[src/rtl/ble_cmd_parser.sv]
`timescale 1ns/1ps
// Frames UART bytes (HEADER CMD LEN PAYLOAD CSUM) into validated commands or error pulses.
// Latency: cmd_valid/frame_err one cycle after the deciding byte strobe; no backpressure, bytes are never stalled.
module ble_cmd_parser #(
    parameter logic [7:0] HEADER      = 8'hA5,
    parameter int         MAX_LEN     = 4,
    parameter int         TIMEOUT_CYC = 2000000
) (
    input  logic        sys_clk,
    input  logic        rst,
    input  logic [7:0]  rdata,
    input  logic        rx_sig,
    output logic        cmd_valid,
    output logic [7:0]  cmd_code,
    output logic [2:0]  cmd_len,
    output logic [31:0] cmd_data,
    output logic        frame_err,
    output logic [1:0]  err_code
);

    localparam int TW = $clog2(TIMEOUT_CYC);

    typedef enum logic [2:0] {HUNT, CMD, LEN, PAYLOAD, CSUM} state_t;

    state_t        state_q, state_d;
    logic          s1, s2, s2_q;
    logic          byte_stb;
    logic [7:0]    code_q, code_d;
    logic [2:0]    len_q, len_d;
    logic [2:0]    idx_q, idx_d;
    logic [7:0]    sum_q, sum_d;
    logic [31:0]   buf_q, buf_d;
    logic [TW-1:0] tmo_q, tmo_d;
    logic          valid_d, err_d;
    logic [7:0]    ocode_d;
    logic [2:0]    olen_d;
    logic [31:0]   odata_d;
    logic [1:0]    ecode_d;

    // rdata is stable while rx_sig is low, so it is consumed directly on the strobe
    assign byte_stb = s2_q & ~s2;

    always_comb begin
        state_d = state_q;
        code_d  = code_q;
        len_d   = len_q;
        idx_d   = idx_q;
        sum_d   = sum_q;
        buf_d   = buf_q;
        valid_d = 1'b0;
        err_d   = 1'b0;
        ocode_d = cmd_code;
        olen_d  = cmd_len;
        odata_d = cmd_data;
        ecode_d = err_code;
        tmo_d   = (byte_stb || state_q == HUNT) ? '0 : tmo_q + 1'b1;

        if (byte_stb) begin
            case (state_q)
                HUNT: begin
                    if (rdata == HEADER) state_d = CMD;
                end
                CMD: begin
                    code_d  = rdata;
                    sum_d   = rdata;
                    buf_d   = '0;
                    idx_d   = '0;
                    state_d = LEN;
                end
                LEN: begin
                    sum_d = sum_q + rdata;
                    len_d = rdata[2:0];
                    if (rdata > 8'(MAX_LEN)) begin
                        err_d   = 1'b1;
                        ecode_d = 2'd1;
                        state_d = HUNT;
                    end else if (rdata == 8'd0) begin
                        state_d = CSUM;
                    end else begin
                        state_d = PAYLOAD;
                    end
                end
                PAYLOAD: begin
                    buf_d[{idx_q[1:0], 3'b000} +: 8] = rdata;
                    sum_d = sum_q + rdata;
                    idx_d = idx_q + 3'd1;
                    if (idx_q == len_q - 3'd1) state_d = CSUM;
                end
                CSUM: begin
                    state_d = HUNT;
                    if (rdata == sum_q) begin
                        valid_d = 1'b1;
                        ocode_d = code_q;
                        olen_d  = len_q;
                        odata_d = buf_q;
                    end else begin
                        err_d   = 1'b1;
                        ecode_d = 2'd2;
                    end
                end
                default: state_d = HUNT;
            endcase
        end else if (state_q != HUNT && tmo_q == TW'(TIMEOUT_CYC - 1)) begin
            err_d   = 1'b1;
            ecode_d = 2'd3;
            state_d = HUNT;
            tmo_d   = '0;
        end
    end

    always_ff @(posedge sys_clk) begin
        if (rst) begin
            state_q   <= HUNT;
            s1        <= 1'b0;
            s2        <= 1'b0;
            s2_q      <= 1'b0;
            code_q    <= '0;
            len_q     <= '0;
            idx_q     <= '0;
            sum_q     <= '0;
            buf_q     <= '0;
            tmo_q     <= '0;
            cmd_valid <= 1'b0;
            cmd_code  <= '0;
            cmd_len   <= '0;
            cmd_data  <= '0;
            frame_err <= 1'b0;
            err_code  <= '0;
        end else begin
            state_q   <= state_d;
            s1        <= rx_sig;
            s2        <= s1;
            s2_q      <= s2;
            code_q    <= code_d;
            len_q     <= len_d;
            idx_q     <= idx_d;
            sum_q     <= sum_d;
            buf_q     <= buf_d;
            tmo_q     <= tmo_d;
            cmd_valid <= valid_d;
            cmd_code  <= ocode_d;
            cmd_len   <= olen_d;
            cmd_data  <= odata_d;
            frame_err <= err_d;
            err_code  <= ecode_d;
        end
    end

endmodule

[config.mk]
export PLATFORM = sky130hd
export DESIGN_NAME = ble_cmd_parser
export DESIGN_NICKNAME = d
export VERILOG_FILES = /design/src/rtl/ble_cmd_parser.sv
export SDC_FILE = /design/constraint.sdc
export NUM_CORES = 1
export LEC_CHECK = 0
export CORE_MARGIN = 5
export CORE_UTILIZATION = 55
export CTS_BUF_LIST = sky130_fd_sc_hd__clkbuf_16
export CTS_CLUSTER_SIZE = 16
export DETAILED_ROUTE_END_ITERATION = 10
export PLACE_DENSITY = 0.86
export SLEW_MARGIN = 15
export SYNTH_ARGS = -nofsm -noshare
export SYNTH_HDL_FRONTEND = slang
export SYNTH_SLANG_ARGS = --single-unit
[constraint.sdc]
create_clock -name sys_clk -period 4.7 [get_ports sys_clk]
set_clock_uncertainty 0.05 [all_clocks]
set_input_delay 0.705 -clock sys_clk [delete_from_list [all_inputs] [get_ports sys_clk]]
set_output_delay 0.705 -clock sys_clk [all_outputs]
set_load 0.02 [all_outputs]
==> metrics.log, run 1 <==
[metrics] die area: 0.0117 sq mm
[metrics] maximum number of pins on one net before global-route repair: 65
[metrics] actual slew at the worst max-slew pin: 1.09 ns
[metrics] number of buffers inserted for hold repair after clock tree synthesis: 0
[metrics] number of gates resized after cts: 0
[metrics] setup repair after global routing missed its margin: no
[metrics] maximum root-to-sink buffer count: 2
[metrics] flop2flop setup slack: 1.99 ns
[metrics] Clock Sinks: 128
[metrics] DRC Markers: 0
[metrics] clock-pin slew on the worst setup and hold paths: 0.06 ns
[metrics] logic depth of the worst register-to-register path: 5
[metrics] Net Sw Frac: 22.6%
[metrics] combinational group share of total power: 2.3%
[metrics] final-report max-slew violation count: 0
[metrics] detail-routed via count per cell: 5.77
[metrics] slowest cell delay on critical path: 0.76 ns
[metrics] biggest area consumer among synthesized cells: sky130_fd_sc_hd__dfxtp_1
[metrics] gp weighted congestion: 0.951
[metrics] first-pass GRT wire length: 21,800 um
[metrics] Horiz. Die Dim: 108 um
[metrics] Post-CTS Setup Bufs: 0
[metrics] fillers: 702
[metrics] Worst R2R End: buf_q[9]
[metrics] IO buf count: 57
[metrics] dominant register cell in the synthesized netlist: sky130_fd_sc_hd__dfxtp_1
[metrics] register area share after synthesis: 48.3%
[metrics] final critical-path share of the clock period: 68.7%
[metrics] antenna cells: 0
[metrics] Peak VDD IR: 0.280 mV
[metrics] sum of net half-perimeters after detailed placement: 8480 um
[metrics] gate count after technology mapping: 632
[metrics] Static Leak: 2.19 nW
[metrics] first-pass iteration count of the detailed router: 6
[metrics] Skew-Pair Late Insertion Delay: 0.41 ns
[metrics] peak clock frequency supported by timing: 0.310 GHz
[metrics] post-layout minimum cycle time: 3.23 ns
[metrics] number of cells traversed by the worst hold path: 2
[metrics] worst relative slew slack: 26.9%
[metrics] wire length after detailed routing: 13,100 um
[metrics] core area: 0.00933 sq mm
[metrics] final net count: 706
[metrics] average detailed-routed wire length per instance: 15.9 um
[metrics] number of unique standard cell types used by synthesis: 48
[metrics] biggest area contributors in the synthesized netlist: sky130_fd_sc_hd__dfxtp_1 (48%), sky130_fd_sc_hd__nand2_1 (8.2%), sky130_fd_sc_hd__nor2_1 (6.0%)
[metrics] number of hold-slack violations in the final timing report: 0
[metrics] Std-Cell Rows: 35
[metrics] worst min-delay path endpoint: cmd_data[1]
[metrics] flip-flop and latch count after synthesis: 128
[metrics] worst endpoint data arrival time: 3.52 ns
[metrics] area share of the largest cell type after synthesis: 48.3%
[metrics] mean post-synth cell area: 8.39 sq um
[metrics] Synthesized Nets: 659
[metrics] Routed Antenna Nets: 0
[metrics] Data required, critical path: 4.99 ns
[metrics] number of placed I/O pins: 58
[metrics] Synth Warn #: 0
[metrics] sequential share of power: 45.9%
[metrics] Final Setup Violations: 0
[metrics] H-tree depth: 4
[metrics] internal power summed over all cells: 1.83 mW
[metrics] share of cells above drive strength 1: 6.36%
[metrics] total power divided by cell area: 364 mW/mm^2
[metrics] status: finished, final reports clean
[metrics] library cell used as clock root buffer: sky130_fd_sc_hd__clkbuf_16
[metrics] series of cell instances along the critical path: clkdlybuf4s50_1, ha_1, nor4_1, nand2_1, nor4_1, nor2b_2, buf_4, nand2_1, a21oi_1
[metrics] Vias: 4,734
[metrics] growth of design area from synthesis to finish: 22.6%
[metrics] Initial Utilization: 56.9%
[metrics] slowest cell on the critical path: sky130_fd_sc_hd__clkdlybuf4s50_1
[metrics] setup_tns: 0 ns
[metrics] type of the most critical hold path: flop to flop
[metrics] die extent in y: 108 um
[metrics] number of DRC markers in iteration 0: 452
[metrics] total clock buffers created by CTS: 17
[metrics] Post-Syn Area: 0.00531 sq mm
[metrics] Layout Cells excl Fill: 821
[metrics] number of global-route vias before repair: 4,656
[metrics] switching power total: 0.536 mW
[metrics] cell count after placement: 789
[metrics] Startpoint Class: input port
[metrics] antenna violations before repair: 0
[metrics] largest fanout on the critical path: 45
[metrics] worst-case hold slack: 0.402 ns
[metrics] Async S/R FF share, synth: 0%
[metrics] count of flip-flops with a built-in enable after synthesis: 0
[metrics] number of max-capacitance violations reported: 0
[metrics] total global-route track usage: 23.3%
[metrics] hold path startpoint: cmd_data[1]
[metrics] clock tree from TritonCTS: yes
[metrics] count leader, synth: sky130_fd_sc_hd__dfxtp_1
[metrics] global route total overflow: 0
[metrics] launch point of the worst reg-to-reg path: state_q[0]
[metrics] capturing element type of the critical path: flop
[metrics] Critical Setup Path Class: input port to flop
[metrics] clock power share: 51.8%
[metrics] most used standard cells in the synthesized netlist: sky130_fd_sc_hd__dfxtp_1 (128), sky130_fd_sc_hd__nand2_1 (116), sky130_fd_sc_hd__nor2_1 (85), sky130_fd_sc_hd__a21oi_1 (59), sky130_fd_sc_hd__a22oi_1 (33)
## how the worst max path moves through the flow
stage | startpoint | endpoint | slack, ns | cells past startpoint
6_report | rdata[2] | cmd_code[0] | 1.47 | 9
5_1_grt | rdata[2] | cmd_data[26] | 1.24 | 9
4_1_cts | rdata[2] | cmd_code[2] | 1.56 | 9
3_5_place_dp | rdata[2] | err_code[1] | 1.13 | 9
3_3_place_gp | rdata[2] | err_code[1] | 1.17 | 9
2_1_floorplan | rdata[2] | cmd_data[12] | 2.09 | 9
## per-stage QoR
step | utilization [%] | total power [mW] | worst slack, ns | instance area [sq um]
after floorplan | - | 1.14 | 2.09 | 5310
after global placement | 63.7 | 1.16 | 1.17 | 5940
after detailed placement | 63.7 | 1.16 | 1.13 | 5940
after CTS | 69.7 | 2.38 | 1.56 | 6500
after global routing | 69.7 | 2.43 | 1.24 | 6500
final | 69.7 | 2.37 | 1.47 | 6500
## flip-flops by register name, summed over array words and instances (netlist names), 8 cells and up
register	count
code_q	8
cmd_data	32
tmo_q	21
buf_q	32
sum_q	8
cmd_code	8
## final cells by class
class	count	area (sq um)	area share [%]
clock buffer	17	425	6.54
clock inverter	15	136	2.10
inverter	10	37.5	0.577
multi-input combinational	460	2580	39.6
sequential	128	2560	39.4
tap	129	161	2.48
timing repair buffer	62	603	9.27
## worst max-delay path: cells and delay by family
kind	cells	cell delay, ns
buf+inv	2	1.16
compound gates	1	0.16
simple gates	5	1.10
fa+ha+maj	1	0.36
## routing by layer
layer	up-vias	track usage, %	part of all wire (%)
met5	-	0	0
met3	28	6.03	7.4
met4	0	7.48	1.5
met2	197	39.5	50
li1	2258	-	-
met1	2251	28.9	41
## cell usage in the layout (no fill, tap or decap), drive strengths merged, types with 4 or more instances in the layout
cell type      instances
a211oi                 4
a21oi                 59
a22oi                 33
a311oi                 5
and3                   4
buf                    6
clkbuf                17
clkdlybuf4s50         56
clkinv                 8
dfxtp                128
ha                    15
inv                   13
mux2i                 10
nand2                117
nand2b                 4
nand3                 13
nand4                  5
nor2                  85
nor2b                 10
nor3                  13
o21a                   4
o21ai                 18
or3                    7
xnor2                 13
xor2                  12
## power groups by stage
stage          sequential, mW  clock [mW]  combinational (mW)
2_1_floorplan            1.11           0              0.0307
5_1_grt                  1.09        1.29              0.0586
4_1_cts                  1.09        1.24              0.0526
3_3_place_gp             1.11           0              0.0511
3_5_place_dp             1.11           0              0.0520
6_report                 1.09        1.23              0.0543
## kinds of logic (layout without fill, tap and decap cells)
group,Yosys count,count (layout),share of synthesized area [%]
simple gates,276,276,23.2
mux,11,11,2.10
compound gates,132,132,15.1
flops,128,128,48.3
xor+xnor,25,25,4.13
buf+inv,44,104,3.18
fa+ha+maj,16,16,3.92
(Power assumes the default switching activity.)
==> run 2, diff against run 1 <==
Clock period 4.7 ns to 3.13 ns, I/O delays scaled along.
==> metrics.log, run 2 (synthesized netlist as in run 1, its figures left out) <==
[metrics] growth of design area from synthesis to finish: 25.8% (was 22.6%)
[metrics] Data required, critical path: 3.41 ns (was 4.99 ns)
[metrics] Final Setup Violations: 0 (unchanged)
[metrics] detail-routed via count per cell: 5.78 (was 5.77)
[metrics] cell count after placement: 804 (was 789)
[metrics] share of cells above drive strength 1: 8.35% (was 6.36%)
[metrics] Horiz. Die Dim: 108 um (unchanged)
[metrics] maximum number of pins on one net before global-route repair: 50 (was 65)
[metrics] setup_tns: 0 ns (unchanged)
[metrics] largest fanout on the critical path: 16 (was 45)
[metrics] Initial Utilization: 56.9% (unchanged)
[metrics] number of hold-slack violations in the final timing report: 0 (unchanged)
[metrics] wire length after detailed routing: 13,300 um (was 13,100 um)
[metrics] number of DRC markers in iteration 0: 447 (was 452)
[metrics] Critical Setup Path Class: input port to flop (unchanged)
[metrics] leading cell type in the layout, fill and taps excluded: sky130_fd_sc_hd__dfxtp_1 (unchanged)
[metrics] maximum root-to-sink buffer count: 2 (unchanged)
[metrics] average detailed-routed wire length per instance: 15.9 um (about the same)
[metrics] Peak VDD IR: 0.359 mV (was 0.280 mV)
[metrics] global route total overflow: 0 (unchanged)
[metrics] Std-Cell Rows: 35 (unchanged)
[metrics] final-report max-slew violation count: 0 (unchanged)
[metrics] sum of net half-perimeters after detailed placement: 8860 um (was 8480 um)
[metrics] number of gates resized after cts: 0 (unchanged)
[metrics] peak clock frequency supported by timing: 0.387 GHz
[metrics] capturing element type of the critical path: flop (unchanged)
[metrics] logic depth of the worst register-to-register path: 6 (was 5)
[metrics] Post-CTS Setup Bufs: 0 (unchanged)
[metrics] number of buffers inserted for hold repair after clock tree synthesis: 0 (unchanged)
[metrics] final net count: 721 (was 706)
[metrics] die extent in y: 108 um (unchanged)
[metrics] worst relative slew slack: 55.3% (was 26.9%)
[metrics] total power divided by cell area: 560 mW/mm^2 (was 364 mW/mm^2)
[metrics] number of placed I/O pins: 58 (unchanged)
[metrics] die area: 0.0117 sq mm (unchanged)
[metrics] first-pass GRT wire length: 22,100 um (was 21,800 um)
[metrics] hold path startpoint: s1 (was cmd_data[1])
[metrics] Layout Cells excl Fill: 836 (was 821)
[metrics] gp weighted congestion: 0.864 (was 0.951)
[metrics] clock-pin slew on the worst setup and hold paths: 0.06 ns (about the same)
[metrics] Routed Antenna Nets: 0 (unchanged)
[metrics] launch point of the worst reg-to-reg path: state_q[1] (was state_q[0])
[metrics] number of cells traversed by the worst hold path: 1 (was 2)
[metrics] H-tree depth: 4 (unchanged)
[metrics] first-pass iteration count of the detailed router: 5 (was 6)
[metrics] number of max-capacitance violations reported: 0 (unchanged)
[metrics] setup repair after global routing missed its margin: no (unchanged)
[metrics] clock tree from TritonCTS: yes (unchanged)
[metrics] registers with the most flip-flops: buf_q x32, cmd_data x32, tmo_q x21 (unchanged)
[metrics] library cell used as clock root buffer: sky130_fd_sc_hd__clkbuf_16 (unchanged)
[metrics] Startpoint Class: input port (unchanged)
[metrics] commonest non-fill, non-tap cells in the layout: sky130_fd_sc_hd__dfxtp_1 (128), sky130_fd_sc_hd__nand2_1 (116), sky130_fd_sc_hd__nor2_1 (85) (unchanged)
[metrics] status: finished, final reports clean (unchanged)
[metrics] Vias: 4,831 (was 4,734)
[metrics] type of the most critical hold path: flop to flop (unchanged)
[metrics] core area: 0.00933 sq mm (unchanged)
[metrics] Static Leak: 2.29 nW (was 2.19 nW)
[metrics] worst endpoint data arrival time: 2.87 ns (was 3.52 ns)
[metrics] Clock Sinks: 128 (unchanged)
[metrics] total clock buffers created by CTS: 17 (unchanged)
[metrics] antenna violations before repair: 0 (unchanged)
[metrics] antenna cells: 0 (unchanged)
[metrics] Skew-Pair Late Insertion Delay: 0.41 ns (about the same)
[metrics] IO buf count: 57 (unchanged)
[metrics] worst setup path start: rdata[6] (was rdata[2])
[metrics] number of global-route vias before repair: 4,691 (was 4,656)
[metrics] total global-route track usage: 23.7% (was 23.3%)
[metrics] post-layout minimum cycle time: 2.58 ns
[metrics] worst-case hold slack: 0.389 ns (was 0.402 ns)
[metrics] actual slew at the worst max-slew pin: 0.666 ns (was 1.09 ns)
[metrics] final critical-path share of the clock period: 82.5%
[metrics] DRC Markers: 0 (unchanged)
-- run 2: changes by cell type in the layout (fill, tap and decap cells not counted), sizes merged --
cell,previous run,this run
buf,6,21
clkinv,8,3
bufinv,1,3
inv,13,16
-- run 2: final timing paths --
path	to	slack, ns
max	cmd_data[3]	0.55
min	s2	0.39
max reg2reg	sum_q[6]	0.76
min reg2reg	s2	0.39
-- run 2: cell type report --
class	count	area, sq um
fillers	690	2650
multi-input cells	460	2580
flip-flops and latches	128	2560
repair buffers	77	728
clock buffers	17	425
clock inverters	15	183
well taps	129	161
inverters	10	37.5
-- run 2: worst max-delay path, cell delays in order --
cell and delay [ns]:
sky130_fd_sc_hd__clkdlybuf4s50_1 0.50, sky130_fd_sc_hd__ha_1 0.40, sky130_fd_sc_hd__nor4_1 0.30, sky130_fd_sc_hd__nand2_1 0.10, sky130_fd_sc_hd__nor4_1 0.33, sky130_fd_sc_hd__nor2b_2 0.29, sky130_fd_sc_hd__buf_4 0.24, sky130_fd_sc_hd__nand2_1 0.08
sky130_fd_sc_hd__a21oi_1 0.15
-- run 2: per-layer routing --
layer | up-vias | GRT usage (%) | wire [um]
met5 | - | 0 | 0
met1 | 2270 | 29.7 | 5510
met2 | 220 | 38.1 | 6290
met4 | 0 | 10.6 | 469
met3 | 51 | 6.51 | 1030
li1 | 2290 | - | -
-- run 2: power by group --
part	total [mW]	internal (mW)	switching, mW
registers	1.63	1.63	0.000526
clock network	2.01	1.26	0.749
logic	0.0918	0.0301	0.0617
total	3.73	2.92	0.811
-- run 2: per-stage QoR --
step                      instance area [sq um]  setup slack, ns  util (%)  power (mW)
after floorplan                            5310            0.760         -        1.71
after global placement                     6070            0.195      65.0        1.75
after detailed placement                   6070            0.160      65.0        1.75
after CTS                                  6670            0.573      71.5        3.74
after global routing                       6670            0.290      71.5        3.83
final                                      6670            0.548      71.5        3.73
